File: src/rtl/abc_unpack.sv
// abc_unpack: sequential inverse of the A*B+C multiply-add datapath.
// Given DATA = A*B + C with B and C known, recovers A = (DATA - C) / B
// with a restoring shift-subtract divider (one quotient bit per clock).
// It also returns the remainder and flags inputs that no L-bit
// (A, B, C) triple could have produced.
//
// Handshake: start is sampled only in IDLE; the accepting edge captures
// DATA/B/C and raises busy. start while busy is ignored (no queueing).
// busy stays high until the result edge, where done pulses for exactly
// one cycle alongside fresh A/R/err. start may be high in the done cycle
// and is accepted on that edge.
//
// Ports:
//   clk, rst   - clock; synchronous active-high reset
//   start      - request pulse, accepted in IDLE
//   DATA       - 2L-bit packed value to decode
//   B, C       - L-bit divisor and addend operands
//   A, R       - registered quotient and remainder
//   err        - registered invalid-input flag for the last transaction
//   busy, done - transaction in flight / one-cycle result strobe
//   state_dbg  - current FSM state (0 IDLE, 1 PREP, 2 DIV)
module abc_unpack #(
    parameter int lenght = 8
) (
    input  logic                  clk,
    input  logic                  rst,
    input  logic                  start,
    input  logic [2*lenght-1:0]   DATA,
    input  logic [lenght-1:0]     B,
    input  logic [lenght-1:0]     C,
    output logic [lenght-1:0]     A,
    output logic [lenght-1:0]     R,
    output logic                  err,
    output logic                  busy,
    output logic                  done,
    output logic [1:0]            state_dbg
);

    localparam int L  = lenght;
    localparam int CW = (L > 1) ? $clog2(L) : 1;

    typedef enum logic [1:0] {
        IDLE = 2'd0,
        PREP = 2'd1,
        DIV  = 2'd2
    } state_t;

    state_t state_q, state_d;

    logic [2*L-1:0] data_q, data_d;
    logic [L-1:0]   b_q, b_d, c_q, c_d;
    logic [L-1:0]   rem_q, rem_d, dvd_q, dvd_d, quo_q, quo_d;
    logic [CW-1:0]  cnt_q, cnt_d;
    logic [L-1:0]   a_d, r_d;
    logic           err_d, busy_d, done_d;

    // Operand check and first partial remainder.
    logic [2*L-1:0] n;
    logic           prep_err;
    assign n        = data_q - {{L{1'b0}}, c_q};
    assign prep_err = (b_q == '0) ||
                      (data_q < {{L{1'b0}}, c_q}) ||
                      (n[2*L-1:L] >= b_q);   // quotient would need > L bits

    // One restoring step. rem < B, so {rem, bit} <= 2B-1 fits in L+1 bits.
    logic [L:0]   ext, bext, trial;
    logic         take;
    logic [L-1:0] rem_nx, quo_nx;
    assign ext    = {rem_q, dvd_q[L-1]};
    assign bext   = {1'b0, b_q};
    assign trial  = ext - bext;
    assign take   = (ext >= bext);
    assign rem_nx = take ? trial[L-1:0] : ext[L-1:0];
    assign quo_nx = {quo_q[L-2:0], take};

    assign state_dbg = state_q;

    // State register
    always_ff @(posedge clk) begin
        if (rst) state_q <= IDLE;
        else     state_q <= state_d;
    end

    // Next-state logic
    always_comb begin
        state_d = state_q;
        case (state_q)
            IDLE:    if (start) state_d = PREP;
            PREP:    state_d = prep_err ? IDLE : DIV;
            DIV:     if (cnt_q == '0) state_d = IDLE;
            default: state_d = IDLE;
        endcase
    end

    // Datapath / output next values
    always_comb begin
        data_d = data_q;
        b_d    = b_q;
        c_d    = c_q;
        rem_d  = rem_q;
        dvd_d  = dvd_q;
        quo_d  = quo_q;
        cnt_d  = cnt_q;
        a_d    = A;
        r_d    = R;
        err_d  = err;
        busy_d = busy;
        done_d = 1'b0;
        case (state_q)
            IDLE: begin
                if (start) begin
                    data_d = DATA;
                    b_d    = B;
                    c_d    = C;
                    busy_d = 1'b1;
                end
            end
            PREP: begin
                if (prep_err) begin
                    err_d  = 1'b1;
                    a_d    = '0;
                    r_d    = '0;
                    done_d = 1'b1;
                    busy_d = 1'b0;
                end else begin
                    rem_d = n[2*L-1:L];
                    dvd_d = n[L-1:0];
                    quo_d = '0;
                    cnt_d = CW'(L - 1);
                end
            end
            DIV: begin
                rem_d = rem_nx;
                dvd_d = dvd_q << 1;
                quo_d = quo_nx;
                cnt_d = cnt_q - CW'(1);
                if (cnt_q == '0) begin
                    a_d    = quo_nx;
                    r_d    = rem_nx;
                    err_d  = 1'b0;
                    done_d = 1'b1;
                    busy_d = 1'b0;
                end
            end
            default: ;
        endcase
    end

    // Datapath / output registers
    always_ff @(posedge clk) begin
        if (rst) begin
            data_q <= '0;
            b_q    <= '0;
            c_q    <= '0;
            rem_q  <= '0;
            dvd_q  <= '0;
            quo_q  <= '0;
            cnt_q  <= '0;
            A      <= '0;
            R      <= '0;
            err    <= 1'b0;
            busy   <= 1'b0;
            done   <= 1'b0;
        end else begin
            data_q <= data_d;
            b_q    <= b_d;
            c_q    <= c_d;
            rem_q  <= rem_d;
            dvd_q  <= dvd_d;
            quo_q  <= quo_d;
            cnt_q  <= cnt_d;
            A      <= a_d;
            R      <= r_d;
            err    <= err_d;
            busy   <= busy_d;
            done   <= done_d;
        end
    end

endmodule

File: config.mk
export PLATFORM = sky130hd
export DESIGN_NAME = abc_unpack
export DESIGN_NICKNAME = d
export VERILOG_FILES = /design/src/rtl/abc_unpack.sv
export SDC_FILE = /design/constraint.sdc
export NUM_CORES = 1
export LEC_CHECK = 0
export ABC_AREA = 1
export CORE_MARGIN = 3
export CORE_UTILIZATION = 35
export DETAILED_ROUTE_END_ITERATION = 6
export GPL_ROUTABILITY_DRIVEN = 0
export GPL_TIMING_DRIVEN = 1
export PLACE_DENSITY = 0.58
export SLEW_MARGIN = 15
export SYNTH_ARGS = -nofsm -noshare
export SYNTH_HDL_FRONTEND = slang
export SYNTH_SLANG_ARGS = --single-unit
File: constraint.sdc
create_clock -name clk -period 4 [get_ports clk]
set_clock_uncertainty 0.05 [all_clocks]
set_input_delay 1 -clock clk [delete_from_list [all_inputs] [get_ports clk]]
set_output_delay 1 -clock clk [all_outputs]
set_load 0.01 [all_outputs]
==> run metrics <==
worst-path cell chain=inv_1 > ha_1 > fa_1 > inv_1 > nand2_1 > nand2_1 > and2_1 > nand2_1 > nand3_1 > nand2_1 > and2_1 > ha_1 > nand2_1 > a21boi_0 > nor2_1 > nand4_4 > nand2_4 > nand2_1 > nand2_1 > nor2_1; Hold Path Class=reg -> reg; DR pass1 iterations=4; initial core utilization=0.359; Inserted Diodes=0; Post-synth ARST share=0; Power Dens Cells=654 nW/µm²; die span in y=123 µm; Final nets=822; pre-CTS WS=0.583 ns; Max Slew Vio Count=0; crit-path most repeated cell=nand2_1; Crit path max-delay family=simple AND/OR/NAND/NOR gates; Multi-input gate area=2710 µm²; share of cells above drive strength 1=0.0816; top-count cell post-synth=nand2_1; core area=13,300 µm²; Worst Path Arrival=3.58 ns; via/cell ratio=4.70; hold depth=2; Int Pwr=2200 µW; clock power share=0.236; die width=123 µm; Flop pwr share=0.274; RSZ-0062 raised after global routing=no; drt wl/cell=12.1 µm; Syn Area/Cell=6.74 µm²; FILL cells=1,416; worst r2r dst=R[1]; Critical Path Max Stage Delay=0.41 ns; Slew @ Worst Pin=0.681 ns; post-CTS setup buffer count=0; Root Buffer=clkbuf_16; cells after synthesis=712; largest cells by area after synthesis=dfxtp_1, nand2_1, ha_1; final period utilization=0.849; sw frac=0.416; final hold violations=0; hold_sp=c_q[6]; cell area after layout=5770 µm²; status=finished clean; Clk Latency, worst-skew pair=0.34 ns; post-synthesis cell area=4800 µm²; placed cell area=5440 µm²; Synth Flop Type=dfxtp_1; worst-path fanout max=23; Synth-to-Final Area Change=20.2%; Worst R2R Setup Slack=0.61 ns; syn_nets=779; top cell type's share of synthesized area=0.330; CTS tree=yes; row count=42; post-CTS sizing=0; CTS Buffer Depth=2; clock sinks=79; Routed WL=11,300 µm; hpwl dp=8600 µm; number of synthesized flops with an enable pin=0; Leakage=0.00262 µW; Synth area leader=dfxtp_1; R2R depth=20; hold_buf cts=0; register area=1580 µm²; register area share after synthesis=0.330; largest net degree at the start of global routing=59; first-pass GRT wire length=19,300 µm; Setup crit start kind=flip-flop; post-synth cell types=37; routed vias=4,401; Setup crit end kind=flip-flop; WP buf/inv=2; PortBufs=55; DRC viols=0; Worst-path clk slew=0.06 ns; Syn. warnings=0; final critical-path required period=3.39 ns; global route total overflow=0; gr usage total=0.159; initial antenna violation count=0; TNS Setup=0 ns; max_slew headroom=0.545; Finish-stage setup viols=0; critical path class=reg -> reg; Worst Hold Endpoint=c_q[6]; Peak supply drop=0.229 mV; Max Cap Viol=0; Fmax=295 MHz; H-tree depth=3; Gate power share=0.489; Psw=1570 µW; Yosys reg bits=79; DR iter-0 viols=254; vias in the first global route=4,176; # IOs=56; synth cell count leaders=nand2_1, nor2_1, inv_1; worst r2r src=data_q[0]; Worst path slowest cell=fa_1; Die Area=15,100 µm²; Routed Antenna Nets=0; Req. time, crit path=4.18 ns; Worst Slack Setup Final=0.606 ns; number of buffers created by CTS=9
-- kinds of logic after synthesis --
kind of cell             after synthesis  synth area share
AND/OR/NAND/NOR                      365             0.338
buffers and inverters                120             0.106
AO/OA/AOI/OAI                        108             0.125
flip-flops                            79             0.330
adder cells (fa/ha/maj)               32            0.0866
XOR/XNOR                               7            0.0128
multiplexers                           1           0.00209
-- worst reg2reg max path: stages (launching register included) --
cell and delay, ns:
dfxtp_1 0.31, inv_1 0.05, ha_1 0.21, fa_1 0.41
inv_1 0.09, nand2_1 0.05, nand2_1 0.07, and2_1 0.15
nand2_1 0.12, nand3_1 0.09, nand2_1 0.06, and2_1 0.14
ha_1 0.28, nand2_1 0.07, a21boi_0 0.07, nor2_1 0.22
nand4_4 0.30, nand2_4 0.35, nand2_1 0.10, nand2_1 0.07
nor2_1 0.05
-- layout by cell type, fill, tap and decap left out --
cell type,count
nand2_1,162
nor2_1,91
inv_1,90
dfxtp_1,79
nand3_1,60
clkdlybuf4s50_1,55
o21ai_0,47
a21oi_1,43
ha_1,30
nand2_2,16
a21oi_2,13
clkbuf_16,9
nand4_1,8
and2_1,7
xor2_1,6
buf_4,5
nor2b_1,4
nand2_4,4
or2_2,3
nor3_1,2
inv_2,2
a21boi_0,2
nand3_2,2
nand3b_1,2
fa_1,2
clkbuf_8,2
clkbuf_1,2
bufinv_16,2
nor4_1,1
nor2_2,1
o21bai_1,1
nor2_4,1
nand4_4,1
xnor2_1,1
o21ai_1,1
mux2i_1,1
o22ai_1,1
clkinv_2,1
-- cell type report --
| class | count | share of cell area |
|---|---|---|
| repair buffers | 60 | 0.102 |
| well taps | 176 | 0.0382 |
| clock inverters | 3 | 0.0113 |
| flip-flops and latches | 79 | 0.274 |
| multi-input cells | 513 | 0.469 |
| clock buffers | 13 | 0.0451 |
| inverters | 92 | 0.0599 |
-- sequential cells by signal (all words and copies together), names as in the netlist, 7 cells and up --
| name | cells |
|---|---|
| data_q | 16 |
| A | 8 |
| R | 8 |
| b_q | 8 |
| c_q | 8 |
| dvd_q | 8 |
| rem_q | 8 |
| quo_q | 7 |
-- routing by layer --
metal  wire [µm]  vias up  global-route usage
met5           0        -                   0
met4         302        0              0.0761
met3         374       21              0.0229
met2        5350       75               0.262
met1        5320     1962               0.205
li1            -     2343                   -
-- power groups by stage --
stage | combinational (µW) | clock, µW | sequential [µW]
final | 1850 | 891 | 1030
after global placement | 1820 | 0 | 1040
after CTS | 1860 | 909 | 1030
after detailed placement | 1850 | 0 | 1050
after floorplan | 1470 | 0 | 1040
after global routing | 2160 | 940 | 1050
-- stage by stage --
step	utilization	power, µW	instances	hold WS, ns
6_report	0.432	3770	936	0.406
5_1_grt	0.432	4150	936	0.432
4_1_cts	0.432	3800	936	0.411
3_5_place_dp	0.408	2900	920	0.403
3_3_place_gp	0.408	2860	920	0.395
2_1_floorplan	-	2510	712	0.383
-- worst max path at each step --
stage                    from   end  depth (start not counted)
global route        data_q[0]  R[7]                         20
CTS                 data_q[0]  R[1]                         20
global placement    data_q[0]  R[2]                         20
floorplan           data_q[0]  done                         21
detailed placement  data_q[0]  R[1]                         20
finish              data_q[0]  R[1]                         20
Power figures use the tool's default switching activity.
